**config.mk**
```make
export PLATFORM = sky130hd
export DESIGN_NAME = cp0_int_ctrl
export DESIGN_NICKNAME = d
export VERILOG_FILES = /design/src/rtl/cp0_pkg.sv /design/src/rtl/cp0_timer.sv /design/src/rtl/cp0_int_ctrl.sv
export SDC_FILE = /design/constraint.sdc
export NUM_CORES = 1
export LEC_CHECK = 0
export BUFFER_PORTS_ARGS = -buffer_cell sky130_fd_sc_hd__buf_4
export CAP_MARGIN = 0
export CORE_ASPECT_RATIO = 0.8
export CORE_MARGIN = 2
export CORE_UTILIZATION = 25
export CTS_BUF_LIST = sky130_fd_sc_hd__clkbuf_8
export CTS_CLUSTER_DIAMETER = 60
export CTS_CLUSTER_SIZE = 20
export DETAILED_ROUTE_END_ITERATION = 8
export GPL_TIMING_DRIVEN = 1
export HOLD_SLACK_MARGIN = 0.05
export PLACE_DENSITY = 0.56
export SLEW_MARGIN = 10
export SYNTH_ARGS = -nofsm -noshare
export SYNTH_HDL_FRONTEND = slang
export SYNTH_HIERARCHICAL = 1
export SYNTH_SLANG_ARGS = --single-unit
```
**constraint.sdc**
```tcl
create_clock -name clk -period 1.2 [get_ports clk]
set_input_delay 0.06 -clock clk [delete_from_list [all_inputs] [get_ports clk]]
set_output_delay 0.06 -clock clk [all_outputs]
set_load 0.03 [all_outputs]
```
**src/rtl/cp0_pkg.sv**
```systemverilog
// Shared CP0 definitions: register addresses, Status/Cause bit positions, reset values
// and helpers that assemble the architectural Status/Cause words.
package cp0_pkg;

  localparam logic [7:0] CP0_ADDR_COUNT   = 8'h48;
  localparam logic [7:0] CP0_ADDR_COMPARE = 8'h58;
  localparam logic [7:0] CP0_ADDR_STATUS  = 8'h60;
  localparam logic [7:0] CP0_ADDR_CAUSE   = 8'h68;

  localparam int unsigned ST_IE  = 0;
  localparam int unsigned ST_EXL = 1;
  localparam int unsigned ST_IM  = 8;
  localparam int unsigned ST_BEV = 22;

  localparam int unsigned CA_EXCCODE = 2;
  localparam int unsigned CA_IP      = 8;
  localparam int unsigned CA_TI      = 30;
  localparam int unsigned CA_BD      = 31;

  localparam logic [31:0] STATUS_RST = 32'h0040_0000;
  localparam logic [31:0] CAUSE_RST  = 32'h0000_0000;

  // Bev is hard-wired; every field not passed in reads as zero.
  function automatic logic [31:0] pack_status(input logic [7:0] im,
                                              input logic       exl,
                                              input logic       ie);
    logic [31:0] s;
    s             = STATUS_RST;
    s[ST_BEV]     = 1'b1;
    s[ST_IM +: 8] = im;
    s[ST_EXL]     = exl;
    s[ST_IE]      = ie;
    return s;
  endfunction

  function automatic logic [31:0] pack_cause(input logic       bd,
                                             input logic       ti,
                                             input logic [7:0] ip,
                                             input logic [4:0] exccode);
    logic [31:0] c;
    c                  = CAUSE_RST;
    c[CA_BD]           = bd;
    c[CA_TI]           = ti;
    c[CA_IP +: 8]      = ip;
    c[CA_EXCCODE +: 5] = exccode;
    return c;
  endfunction

endpackage

```
**src/rtl/cp0_timer.sv**
```systemverilog
// Count/Compare timer: prescaled Count, Compare register and the sticky timer interrupt TI.
// Only instantiated when CP0_TIMER_EN is defined.
module cp0_timer
  import cp0_pkg::*;
#(
  parameter int unsigned COUNT_DIV = 2
) (
  input  logic        clk,
  input  logic        rst_n,
  input  logic        count_we,
  input  logic        compare_we,
  input  logic [31:0] wdata,
  output logic [31:0] count_o,
  output logic [31:0] compare_o,
  output logic        ti_o
);

  localparam int unsigned DIV_W = (COUNT_DIV > 1) ? $clog2(COUNT_DIV) : 1;
  localparam logic [DIV_W-1:0] DIV_LAST = DIV_W'(COUNT_DIV - 1);

  logic [DIV_W-1:0] div_q, div_d;
  logic [31:0]      count_q, count_d;
  logic [31:0]      compare_q, compare_d;
  logic             ti_q, ti_d;
  logic             tick_s;
  logic [31:0]      count_inc_s;

  assign tick_s      = (div_q == DIV_LAST);
  assign count_inc_s = count_q + 32'd1;

  // Next-state for prescaler, Count, Compare and TI.
  always_comb begin
    div_d     = div_q;
    count_d   = count_q;
    compare_d = compare_q;
    ti_d      = ti_q;
    if (count_we) begin
      // A software load restarts the prescale period and skips the match test.
      count_d = wdata;
      div_d   = '0;
    end else if (tick_s) begin
      div_d   = '0;
      count_d = count_inc_s;
      if (count_inc_s == compare_q) begin
        ti_d = 1'b1;
      end else begin
        ti_d = ti_q;
      end
    end else begin
      div_d = div_q + DIV_W'(1);
    end
    if (compare_we) begin
      compare_d = wdata;
      ti_d      = 1'b0;
    end else begin
      compare_d = compare_q;
    end
  end

  // Timer state registers.
  always_ff @(posedge clk or negedge rst_n) begin
    if (!rst_n) begin
      div_q     <= '0;
      count_q   <= 32'd0;
      compare_q <= 32'd0;
      ti_q      <= 1'b0;
    end else begin
      div_q     <= div_d;
      count_q   <= count_d;
      compare_q <= compare_d;
      ti_q      <= ti_d;
    end
  end

  assign count_o   = count_q;
  assign compare_o = compare_q;
  assign ti_o      = ti_q;

endmodule

```
**src/rtl/cp0_int_ctrl.sv**
```systemverilog
// CP0 Status/Cause holder with synchronised hw interrupts, sw interrupts and interrupt request.
// Define CP0_TIMER_EN to include the Count/Compare timer (cp0_timer).
module cp0_int_ctrl
  import cp0_pkg::*;
#(
  parameter int unsigned HW_INT_W  = 6,
  parameter int unsigned SYNC_STG  = 2,
  parameter int unsigned COUNT_DIV = 2
) (
  input  logic                clk,
  input  logic                rst_n,
  input  logic                mtc0_we,
  input  logic [7:0]          cp0_addr,
  input  logic [31:0]         mtc0_data,
  input  logic                exception,
  input  logic [4:0]          exc_code,
  input  logic                exc_bd,
  input  logic                eret_op,
  input  logic [HW_INT_W-1:0] hw_int,
  output logic [31:0]         status_o,
  output logic [31:0]         cause_o,
  output logic [31:0]         count_o,
  output logic [31:0]         compare_o,
  output logic                int_req
);

  logic [HW_INT_W-1:0] sync_q [SYNC_STG];
  logic [HW_INT_W-1:0] sync_d [SYNC_STG];
  logic [HW_INT_W-1:0] hw_sync_s;
  logic [5:0]          hw_pad_s;

  logic [7:0] im_q, im_d;
  logic       ie_q, ie_d;
  logic       exl_q, exl_d;
  logic       bd_q, bd_d;
  logic [4:0] exccode_q, exccode_d;
  logic [1:0] ip_sw_q, ip_sw_d;
  logic       int_req_q, int_req_d;

  logic [7:0]  ip_s;
  logic        ti_s;
  logic [31:0] count_s;
  logic [31:0] compare_s;
  logic        wr_status_s;
  logic        wr_cause_s;
  logic        unused_data_s;

  assign wr_status_s   = mtc0_we && (cp0_addr == CP0_ADDR_STATUS);
  assign wr_cause_s    = mtc0_we && (cp0_addr == CP0_ADDR_CAUSE);
  assign unused_data_s = ^{mtc0_data[31:16], mtc0_data[7:2]};

  // Shift chain feeding each hw_int line through SYNC_STG flops.
  always_comb begin
    sync_d[0] = hw_int;
    for (int i = 1; i < int'(SYNC_STG); i++) begin
      sync_d[i] = sync_q[i-1];
    end
  end

  // Synchroniser flops.
  always_ff @(posedge clk or negedge rst_n) begin
    if (!rst_n) begin
      for (int i = 0; i < int'(SYNC_STG); i++) begin
        sync_q[i] <= '0;
      end
    end else begin
      for (int i = 0; i < int'(SYNC_STG); i++) begin
        sync_q[i] <= sync_d[i];
      end
    end
  end

  assign hw_sync_s = sync_q[SYNC_STG-1];
  // Zero-extend so lines beyond HW_INT_W read as 0; line 5 shares IP7 with TI.
  assign hw_pad_s  = 6'(hw_sync_s);
  assign ip_s      = {hw_pad_s[5] | ti_s, hw_pad_s[4:0], ip_sw_q};

`ifdef CP0_TIMER_EN
  logic wr_count_s;
  logic wr_compare_s;

  assign wr_count_s   = mtc0_we && (cp0_addr == CP0_ADDR_COUNT);
  assign wr_compare_s = mtc0_we && (cp0_addr == CP0_ADDR_COMPARE);

  cp0_timer #(
    .COUNT_DIV (COUNT_DIV)
  ) u_timer (
    .clk        (clk),
    .rst_n      (rst_n),
    .count_we   (wr_count_s),
    .compare_we (wr_compare_s),
    .wdata      (mtc0_data),
    .count_o    (count_s),
    .compare_o  (compare_s),
    .ti_o       (ti_s)
  );
`else
  assign count_s   = 32'd0;
  assign compare_s = 32'd0;
  assign ti_s      = 1'b0;
`endif

  // Status/Cause next state; EXL priority is exception > ERET > MTC0.
  always_comb begin
    im_d      = im_q;
    ie_d      = ie_q;
    exl_d     = exl_q;
    bd_d      = bd_q;
    exccode_d = exccode_q;
    ip_sw_d   = ip_sw_q;

    if (wr_status_s) begin
      im_d  = mtc0_data[ST_IM +: 8];
      ie_d  = mtc0_data[ST_IE];
      exl_d = mtc0_data[ST_EXL];
    end else begin
      im_d = im_q;
    end

    if (exception) begin
      exl_d     = 1'b1;
      bd_d      = exc_bd;
      exccode_d = exc_code;
    end else if (eret_op) begin
      exl_d = 1'b0;
    end else begin
      bd_d = bd_q;
    end

    if (wr_cause_s) begin
      ip_sw_d = mtc0_data[CA_IP +: 2];
    end else begin
      ip_sw_d = ip_sw_q;
    end

    // Masked the cycle after an exception because EXL is being set on this edge.
    if (exception) begin
      int_req_d = 1'b0;
    end else begin
      int_req_d = ie_q & ~exl_q & (|(ip_s & im_q));
    end
  end

  // Status, Cause and interrupt-request registers.
  always_ff @(posedge clk or negedge rst_n) begin
    if (!rst_n) begin
      im_q      <= 8'h00;
      ie_q      <= 1'b0;
      exl_q     <= 1'b0;
      bd_q      <= 1'b0;
      exccode_q <= 5'd0;
      ip_sw_q   <= 2'b00;
      int_req_q <= 1'b0;
    end else begin
      im_q      <= im_d;
      ie_q      <= ie_d;
      exl_q     <= exl_d;
      bd_q      <= bd_d;
      exccode_q <= exccode_d;
      ip_sw_q   <= ip_sw_d;
      int_req_q <= int_req_d;
    end
  end

  assign status_o  = pack_status(im_q, exl_q, ie_q);
  assign cause_o   = pack_cause(bd_q, ti_s, ip_s, exccode_q);
  assign count_o   = count_s;
  assign compare_o = compare_s;
  assign int_req   = int_req_q;

endmodule

```
; ---- Word level (Yosys, flattened, before mapping)
; Cells that the tools add are included.
[word_totals]
reg_bits = 31
latch_bits = 0
ram_bits = 0
rom_bits = 0
input_bits = 57
output_inout_bits = 129
wordCells = 23
memories = 0
[classes]
n_addsub = 0
mul = 0
div_mod_pow = 0
n_lt_le_gt_ge = 0
eq_ne = 2
shifts = 0
n_mux = 4
n_bitwise = 4
reduce_logical = 4
[ops]
columns = op, n
row1 = "8-bit by 7-bit equality test with 1-bit output, second input constant", 2
row2 = 8-bit bitwise AND, 1
row3 = 8-bit OR reduction, 1
row4 = 1-bit 2-to-1 mux, 4
row5 = 3-bit nonzero test, 1
row6 = 1-bit bitwise AND, 2
row7 = 1-bit logical AND, 2
row8 = 1-bit NOT, 1

; ---- Longest topological paths before layout
; Gate-level depths: netlist of the first run.
[depth]
word_depth = 5
ltp_mapped = 4
ltp_nobuf = 3

; ---- Worst setup path before layout of the first run
; Ideal clock, no wire load.
[synth_path]
path_kind = input to register
from = input cp0_addr[1]
to = register ie_q
setup_time_ps = 125
t_arrival_ps = 986
required_time_ps = 1075
path_slack_ps = 89
path_stages = 4
n_path_buf = 1
cell_sequence = nor4b_4 -> and3b_1 -> buf_6 -> mux2_2
[synth_via]
elab_chain_cells = 2
[synth_lines]
columns = item, line
row1 = start: declaration, cp0_int_ctrl.sv:13  ; input logic [7:0] cp0_addr,
row2 = 8-bit by 7-bit equality test with 1-bit output, cp0_int_ctrl.sv:48  ; assign wr_status_s = mtc0_we && (cp0_addr == CP0_ADDR_STATUS);
row3 = 1-bit logical AND, cp0_int_ctrl.sv:48
row4 = end signal: assignment, cp0_int_ctrl.sv:156  ; ie_q <= ie_d;
row5 = end: declaration, cp0_int_ctrl.sv:33  ; logic ie_q, ie_d;
; No other way between the ends.
; A chain may end at the register's enable or synchronous reset.

; ---- Final worst setup path of the first run
[layout_path]
from = register im_q[3]
to = register int_req_q (netlist: int_req)
[layout_via]
elab_chain_cells = 4
[layout_lines]
columns = item, line
row1 = start: declaration, cp0_int_ctrl.sv:32  ; logic [7:0] im_q, im_d;
row2 = start signal: assignment, cp0_int_ctrl.sv:155  ; im_q <= im_d;
row3 = 8-bit bitwise AND, cp0_int_ctrl.sv:140  ; int_req_d = ie_q & ~exl_q & (|(ip_s & im_q));
row4 = 8-bit OR reduction, cp0_int_ctrl.sv:140
row5 = 1-bit bitwise AND, cp0_int_ctrl.sv:140
row6 = 1-bit 2-to-1 mux, cp0_int_ctrl.sv:137  ; if (exception) begin
row7 = net int_req_d, cp0_int_ctrl.sv:38  ; logic int_req_q, int_req_d;
row8 = end signal: assignment, cp0_int_ctrl.sv:161  ; int_req_q <= int_req_d;
row9 = end: declaration, cp0_int_ctrl.sv:38
; The timed path passes the listed nets, and every way through them passes these cells.

==> out/metrics.yaml, run 1 <==
floorplan:
  chipHeight_um: 82.2
  die_x_um: 102
  die_area_um2: 8370
  num_rows: 28
  coreArea_um2: 7390
  start_util_pct: 25.9
  ios: 186
clocking:
  clock_path_buffers: 2
  clockRootBuffer: "clkbuf_8"
  clock-sinks: 31
  clk_latency_ns: 0.28
  post_cts_buffers: 0
  cts.htree.levels: 2
  cts_tree: "done"
  clk_pin_slew_worst_paths_ns: 0.06
  cts_buffers: 5
outcome:
  status: "finished, final reports clean"
power:
  p_leak_nw: 1.32
  p_total_w: 0.00288
  pwr_density_cell_nw_per_um2: 1190
  irDropWorstVdd_uv: 663
drt:
  route.vias.total: 1134
  route.detailed.drc: 0
  postRouteAntennaNets: 0
  drtIter0Drc: 34
  avgRoutedWirePerCell_um: 9.08
  vias_per_cell: 3.10
  first_pass_iters: 2
  drt_wl_total_um: 3320
sta:
  rsz0062_at_grt: "no"
  hold_violations: 0
  finalMaxSlewViolations: 0
  fmax_mhz: 944
  fin_crit_ns: 1.06
  setup_viol: 0
  fin_skew_ns: 0.00458
  setup_ws_ns: 0.140
  period_share_pct: 88.3
synth:
  synthArstFlopShare_pct: 100
  netlist_instances: 174
  syn_avg_cell_area_um2: 11.0
  yosys-top-cells-count: "107 x buf_4, 31 x dfrtp_1, 17 x mux2_2"
  synth.area.top_cells: "buf_4 42%, dfrtp_1 41%, mux2_2 10%"
  synth_top_area_share_pct: 42.0
  synth-edff-count: 0
  yosysWarningCount: 6
  ys_types: 17
  synthesis.area_um2: 1910
  yosysTopAreaCell: "buf_4"
  yosysSeqAreaShare_pct: 40.5
  ys.flop_type: "dfrtp_1"
  ys_ff_latch: 31
  yosysMostFrequentCell: "buf_4"
worst_setup_path:
  crit_path_end_kind: "register"
  worstPathMaxFanout: 3
  required_ns: 1.37
  crit_path_start_kind: "register"
  crit_type: "register to register"
  arrival_ns: 1.23
  r2r_setup_slack_ns: 0.14
global_route:
  grt_pass1_wl_um: 4690
  grt_pass1_vias: 967
  grt-ovfl-total: 0
  grt_max_degree: 32
  grt_use_total_pct: 7.48
  antenna_found_initial: 0
layout:
  finish.utilization_pct: 32.8
  area_growth_pct: 26.7
  drive_above_1_share_pct: 33.7
  final_nets: 317
  num_antenna_cells: 0
placed_design:
  portBuffers: 59
  place_congestion: 0.713
  post-place-ws_ns: -0.122
  post-dp-hpwl_um: 2640
job:
  drv_cap: 0
min_path:
  min_path_type: "input pin to register"
[kinds of logic after synthesis]
family,count (synthesis),share of synthesized area (%)
and+or+nand+nor,9,3.99
other,2,0.393
AOI/OAI and AO/OA,6,2.29
DFF,31,40.5
muxes,17,10.0
buffers and inverters,109,42.8
[power breakdown]
part / total [W] / internal, W / switching, W
sequential: 0.00114 / 0.00111 / 0.0000337
combinational: 0.000857 / 0.000228 / 0.000629
clock: 0.000879 / 0.000514 / 0.000365
[cells in the final DEF, fill, tap and decap left out]
cell type,n
a22oi_1,4
a41oi_1,1
and3_1,1
and3b_1,1
and4bb_1,1
buf_12,1
buf_4,62
clkbuf_8,7
conb_1,104
dfrtp_1,31
dlygate4sd3_1,23
inv_1,1
mux2_2,17
nand2b_1,1
nand3_1,1
nand4_1,1
nor2_1,2
nor4b_4,1
o21ai_0,1
[stage by stage]
step	std cells	cell area [um^2]	hold slack, ns	TNS [ns]
finish	366	2420	0.0591	0
global route	366	2420	0.0943	0
CTS	366	2420	0.0512	0
detailed placement	335	2090	0.0197	-1.01
global placement	335	2090	0.0168	-0.692
floorplan	276	2300	-0.236	0
[registers in the layout (all words and copies together) (netlist names)]
register	cells
sync_d	6
ie_q	1
ip_sw_q	2
exccode_q	5
exl_q	1
im_q	8
hw_pad_s	6
int_req	1
bd_q	1
[layout make-up]
cell class | count | area [um^2]
multi-input cells | 136 | 702
fillers | 730 | 4970
clock buffers | 7 | 96.3
flip-flops and latches | 31 | 776
clock inverters | 1 | 3.75
repair buffers | 86 | 716
well taps | 105 | 131
[repair_timing]
action / CTS / global route
hold buffers: 23 / 0
hold endpoints to repair: 55 / 0
resized for setup: 0 / 0
[metal layers]
metal  vias to the layer above  track usage (%)  part of all wire, %
li1                        520                -                    -
met1                       522             8.60                   37
met2                        86             12.0                   50
met3                         6             3.37                   11
met4                         0             3.38                  1.6
met5                         -                0                    0
[worst max-delay path, stage by stage (launching register included)]
cell and delay (ns):
dfrtp_1 0.40, a22oi_1 0.26, nand4_1 0.13, and3_1 0.17
[final timing paths]
path | start | end | cells past startpoint
max | im_q[3]$_DFFE_PN0P_ | int_req$_DFF_PN0_ | 3
min | eret_op | exl_q$_DFFE_PN0P_ | 3
max reg2reg | im_q[3]$_DFFE_PN0P_ | int_req$_DFF_PN0_ | 3
min reg2reg | sync_d[4]$_DFF_PN0_ | hw_pad_s[4]$_DFF_PN0_ | 0
max in group asynchronous | rst_n | hw_pad_s[0]$_DFF_PN0_ | 2
min in group asynchronous | rst_n | exccode_q[2]$_DFFE_PN0P_ | 2
Power figures use the tool's default switching activity.
==> run 2: changes to the inputs <==
--- a/config.mk
+++ b/config.mk
@@ -16,6 +16,7 @@
 export DETAILED_ROUTE_END_ITERATION = 8
 export GPL_TIMING_DRIVEN = 1
 export HOLD_SLACK_MARGIN = 0.05
+export MAX_ROUTING_LAYER = met4
 export PLACE_DENSITY = 0.56
 export SLEW_MARGIN = 10
 export SYNTH_ARGS = -nofsm -noshare
==> out/metrics.yaml, run 2 (synthesized netlist as in run 1, its figures left out) <==
outcome:
  status: "finished, final reports clean"
clocking:
  clk_latency_ns: 0.28  # about the same
  cts_buffers: 5  # unchanged
  ctsResizeCount: 0  # unchanged
  clk_pin_slew_worst_paths_ns: 0.06  # about the same
  cts.htree.levels: 2  # unchanged
  clock-sinks: 31  # unchanged
  clockRootBuffer: "clkbuf_8"
  cts_tree: "done"
  clock_path_buffers: 2  # unchanged
power:
  irDropWorstVdd_uv: 662  # -0.18%
  p_leak_nw: 1.32  # unchanged
  p_total_w: 0.00288  # about the same
  pwr_density_cell_nw_per_um2: 1190  # about the same
sta:
  fin_skew_ns: 0.00480  # +0.000221 ns
  setup_viol: 0  # unchanged
  finalMaxSlewViolations: 0  # unchanged
  rsz0062_at_grt: "no"
  setup_ws_ns: 0.141  # +0.000203 ns
  period_share_pct: 88.3  # about the same
  whs_ns: 0.0592  # +0.00000750 ns
  fmax_mhz: 944  # about the same
  hold_violations: 0  # unchanged
  fin_crit_ns: 1.06  # -0.000203 ns
placed_design:
  place_congestion: 0.721  # +1.1%
  portBuffers: 59  # unchanged
  post-dp-hpwl_um: 2640  # unchanged
  post-place-ws_ns: -0.122  # unchanged
layout:
  area_growth_pct: 26.7  # unchanged
  largest_register: "im_q"
  largest_register_ffs: 8  # unchanged
  final_common_cell: "conb_1"
  final_nets: 317  # unchanged
  finish.utilization_pct: 32.8  # unchanged
  num_antenna_cells: 0  # unchanged
  drive_above_1_share_pct: 33.7  # unchanged
  final_cell_mix: "104 x conb_1, 62 x buf_4, 31 x dfrtp_1"
worst_setup_path:
  worstSetupStartpoint: "im_q[3]$_DFFE_PN0P_"
  crit_path_end_kind: "register"
  r2r_end: "int_req$_DFF_PN0_"
  worstPathMaxFanout: 3  # unchanged
  required_ns: 1.37  # about the same
  rr_worst_depth: 3  # unchanged
  r2r-start: "im_q[3]$_DFFE_PN0P_"
  r2r_setup_slack_ns: 0.14  # about the same
  crit_path_start_kind: "register"
  crit_type: "register to register"
  arrival_ns: 1.23  # about the same
min_path:
  min_delay_worst_endpoint: "exl_q$_DFFE_PN0P_"
  min_path_type: "input pin to register"
  worstHoldStart: "eret_op"
  min_path_cells: 3  # unchanged
drt:
  route.detailed.drc: 0  # unchanged
  drt_wl_total_um: 3330  # +0.12%
  vias_per_cell: 3.10  # +0.18%
  drtIter0Drc: 29  # -15%
  avgRoutedWirePerCell_um: 9.09  # +0.12%
  route.vias.total: 1136  # +0.18%
  postRouteAntennaNets: 0  # unchanged
  first_pass_iters: 2  # unchanged
floorplan:
  coreArea_um2: 7390  # unchanged
  ios: 186  # unchanged
  chipHeight_um: 82.2  # unchanged
  start_util_pct: 25.9  # unchanged
  die_area_um2: 8370  # unchanged
  die_x_um: 102  # unchanged
  num_rows: 28  # unchanged
global_route:
  grt_pass1_vias: 972  # +0.52%
  grt-ovfl-total: 0  # unchanged
  grt_max_degree: 32  # unchanged
  antenna_found_initial: 0  # unchanged
  grt_pass1_wl_um: 4660  # -0.45%
  grt_use_total_pct: 7.70  # +0.22 points
job:
  drv_cap: 0  # unchanged
[run 2: cell counts in the layout (fill, tap and decap cells not counted)]
No cell type changed its count.
[run 2: worst max-delay path by stage]
stage,endpoint,cells past startpoint
final,int_req$_DFF_PN0_,3
after global routing,int_req$_DFF_PN0_,3
after CTS,int_req$_DFF_PN0_,3
after detailed placement,im_q[6]$_DFFE_PN0P_,5
after global placement,im_q[0]$_DFFE_PN0P_,5
after floorplan,ie_q$_DFFE_PN0P_,4
[run 2: final cells by class]
type / count / area, um^2
Clock buffer: 7 / 96.3
Clock inverter: 1 / 3.75
Fill cell: 730 / 4970
Multi-Input combinational cell: 136 / 702
Sequential cell: 31 / 776
Tap cell: 105 / 131
Timing Repair Buffer: 86 / 716
[run 2: timing repair]
| action | 4_1_cts | 5_1_grt |
|---|---|---|
| hold buffers | 23 | 0 |
| hold endpoints to repair | 55 | 0 |
| buffers inserted | 0 | 0 |
[run 2: stage by stage]
step,cell area (um^2),TNS (ns),instances
after floorplan,2300,0,276
after global placement,2090,-0.692,335
after detailed placement,2090,-1.01,335
after CTS,2420,0,366
after global routing,2420,0,366
final,2420,0,366
[run 2: critical path, cell delays in order, from the launching register on]
cell     delay (ns)
dfrtp_1        0.40
a22oi_1        0.26
nand4_1        0.13
and3_1         0.17
[run 2: layer usage]
| layer | up-vias | GRT usage, % | part of all wire, % |
|---|---|---|---|
| li1 | 520 | - | - |
| met1 | 524 | 9.01 | 38 |
| met2 | 86 | 12.0 | 51 |
| met3 | 6 | 2.69 | 9.4 |
| met4 | 0 | 3.38 | 1.6 |
| met5 | - | - | 0 |
[run 2: power by group]
group	total [W]	switching [W]	leakage (nW)	internal (W)
clock	0.000879	0.000365	0.0557	0.000514
sequential	0.00114	0.0000337	0.386	0.00111
combinational	0.000857	0.000629	0.875	0.000228
total	0.00288	0.00103	1.32	0.00185
==> run 3: changes to the inputs <==
--- a/config.mk
+++ b/config.mk
@@ -5,7 +5,6 @@
 export SDC_FILE = /design/constraint.sdc
 export NUM_CORES = 1
 export LEC_CHECK = 0
-export BUFFER_PORTS_ARGS = -buffer_cell sky130_fd_sc_hd__buf_4
 export CAP_MARGIN = 0
 export CORE_ASPECT_RATIO = 0.8
 export CORE_MARGIN = 2
@@ -14,10 +13,12 @@
 export CTS_CLUSTER_DIAMETER = 60
 export CTS_CLUSTER_SIZE = 20
 export DETAILED_ROUTE_END_ITERATION = 8
+export DONT_BUFFER_PORTS = 1
 export GPL_TIMING_DRIVEN = 1
 export HOLD_SLACK_MARGIN = 0.05
 export MAX_ROUTING_LAYER = met4
-export PLACE_DENSITY = 0.56
+export PLACE_DENSITY = 0.35
+export SETUP_SLACK_MARGIN = 0.15
 export SLEW_MARGIN = 10
 export SYNTH_ARGS = -nofsm -noshare
 export SYNTH_HDL_FRONTEND = slang
==> out/metrics.yaml, run 3 (synthesized netlist as in run 1, its figures left out) <==
outcome:
  status: "finished with violations"
  violations: "negative hold slack"
layout:
  num_antenna_cells: 0  # unchanged
  final_nets: 281  # -11%
  final_cell_mix: "104 x conb_1, 29 x dfrtp_1, 26 x buf_4"
  fill_cells: 774  # +6.0%
  area_growth_pct: 13.6
  drive_above_1_share_pct: 25.8  # -7.9 points
  final_common_cell: "conb_1"
  largest_register: "im_q"
  largest_register_ffs: 8  # unchanged
floorplan:
  coreArea_um2: 7390  # unchanged
  die_area_um2: 8370  # unchanged
  start_util_pct: 25.9  # unchanged
  chipHeight_um: 82.2  # unchanged
  ios: 186  # unchanged
  die_x_um: 102  # unchanged
  num_rows: 28  # unchanged
worst_setup_path:
  worst-path-buf-inv: 0  # unchanged
  worst_path_largest_cell_delay_ns: 0.41  # about the same
  crit_path_start_kind: "register"
  crit_path_end_kind: "register"
  crit_type: "register to register"
  required_ns: 1.36  # about the same
  worstPathMaxFanout: 2  # -1
  crit_slowest_cell: "dfrtp_2"
  critPathTopFamily: "flip-flops"
  arrival_ns: 1.14  # -0.09 ns
  worstPathCellList: "a22oi_2 > nand4_1 > and3_1"
placed_design:
  place_congestion: 0.606  # -16%
  portBuffers: 0  # -100%
  post-dp-hpwl_um: 2520  # -4.8%
  post-place-ws_ns: 0.0112  # +0.133 ns
clocking:
  clock-sinks: 31  # unchanged
  cts_tree: "done"
  hold_buffers: 23  # unchanged
  cts_buffers: 5  # unchanged
  cts.htree.levels: 2  # unchanged
  clk_latency_ns: 0.28  # about the same
  clockRootBuffer: "clkbuf_8"
  clock_path_buffers: 2  # unchanged
  clk_pin_slew_worst_paths_ns: 0.07  # about the same
sta:
  setup_ws_ns: 0.223  # +0.0826 ns
  period_share_pct: 81.4  # -6.9 points
  finalMaxSlewViolations: 0  # unchanged
  fin_skew_ns: 0.00862  # +0.00382 ns
  setup_viol: 0  # unchanged
  rsz0062_at_grt: "yes"
  hold_violations: 7  # +7
  fin_crit_ns: 0.977  # -0.0826 ns
  whs_ns: -0.0840  # -0.143 ns
  fmax_mhz: 1020  # +8.5%
  setup_tns_ns: 0  # unchanged
power:
  pwr_density_cell_nw_per_um2: 1260  # +6.4%
  p_leak_nw: 1.14  # -13%
  irDropWorstVdd_uv: 534  # -19%
drt:
  route.vias.total: 1012  # -11%
  avgRoutedWirePerCell_um: 9.97  # +9.7%
  postRouteAntennaNets: 0  # unchanged
  drt_wl_total_um: 3290  # -1.1%
  drtIter0Drc: 18  # -38%
  first_pass_iters: 2  # unchanged
  route.detailed.drc: 0  # unchanged
  vias_per_cell: 3.07  # -1.2%
global_route:
  grt_use_total_pct: 7.64  # -0.060 points
  grt_max_degree: 32  # unchanged
  grt_pass1_vias: 865  # -11%
  grt-ovfl-total: 0  # unchanged
  antenna_found_initial: 0  # unchanged
  grt_pass1_wl_um: 4470  # -4.1%
min_path:
  min_path_type: "input pin to register"
job:
  drv_cap: 0  # unchanged
-- run 3: routing by layer --
metal / vias to the layer above / routed length (um) / GRT usage (%)
met4: 0 / 30 / 3.24
met2: 87 / 1560 / 11.9
met3: 5 / 431 / 3.62
li1: 453 / - / -
met1: 467 / 1260 / 8.43
met5: - / 0 / -
-- run 3: cell type report --
class / instances / area (um^2) / share of cell area, %
Sequential cell: 31 / 778 / 35.8
Tap cell: 105 / 131 / 6.04
Clock buffer: 6 / 82.6 / 3.80
Timing Repair Buffer: 50 / 455 / 21.0
Multi-Input combinational cell: 136 / 717 / 33.0
Clock inverter: 2 / 8.76 / 0.403
-- run 3: stage by stage --
stage	cell area, um^2	std cells	total power, W	hold slack, ns	utilization (%)
after floorplan	2300	276	0.00201	-0.236	-
after global placement	1830	299	0.00183	-0.235	24.7
after detailed placement	1830	299	0.00184	-0.235	24.7
after CTS	2170	330	0.00279	-0.0993	29.4
after global routing	2170	330	0.00292	-0.0938	29.4
final	2170	330	0.00274	-0.0840	29.4
-- run 3: worst register-to-register path, stage by stage, from the launching register on --
cell and delay (ns):
dfrtp_2 0.41, a22oi_2 0.18, nand4_1 0.11, and3_1 0.15
-- run 3: what timing repair did --
item / CTS / global route
setup endpoints to repair: 1 / 1
buffers inserted: 0 / 0
resized for setup: 3 / 0
endpoints found under the hold margin: 56 / 8
pin swaps: 0 / 3
-- run 3: report_power, final --
part	total (W)	switching, W	leakage, nW	internal (W)
clock	0.000834	0.000381	0.0524	0.000454
combinational	0.000770	0.000606	0.707	0.000164
sequential	0.00114	0.0000332	0.384	0.00111
-- run 3: path summary, 6_finish.rpt --
kind	slack [ns]	depth (start not counted)	from	end
worst max-delay path	0.22	3	hw_pad_s[1]$_DFF_PN0_	int_req$_DFF_PN0_
worst min-delay path	-0.08	2	exception	exl_q$_DFFE_PN0P_
worst max register to register	0.22	3	hw_pad_s[1]$_DFF_PN0_	int_req$_DFF_PN0_
worst min register to register	0.35	0	sync_d[4]$_DFF_PN0_	hw_pad_s[4]$_DFF_PN0_
max in group asynchronous	0.79	2	rst_n	ip_sw_q[0]$_DFFE_PN0P_
min in group asynchronous	0.23	2	rst_n	im_q[5]$_DFFE_PN0P_
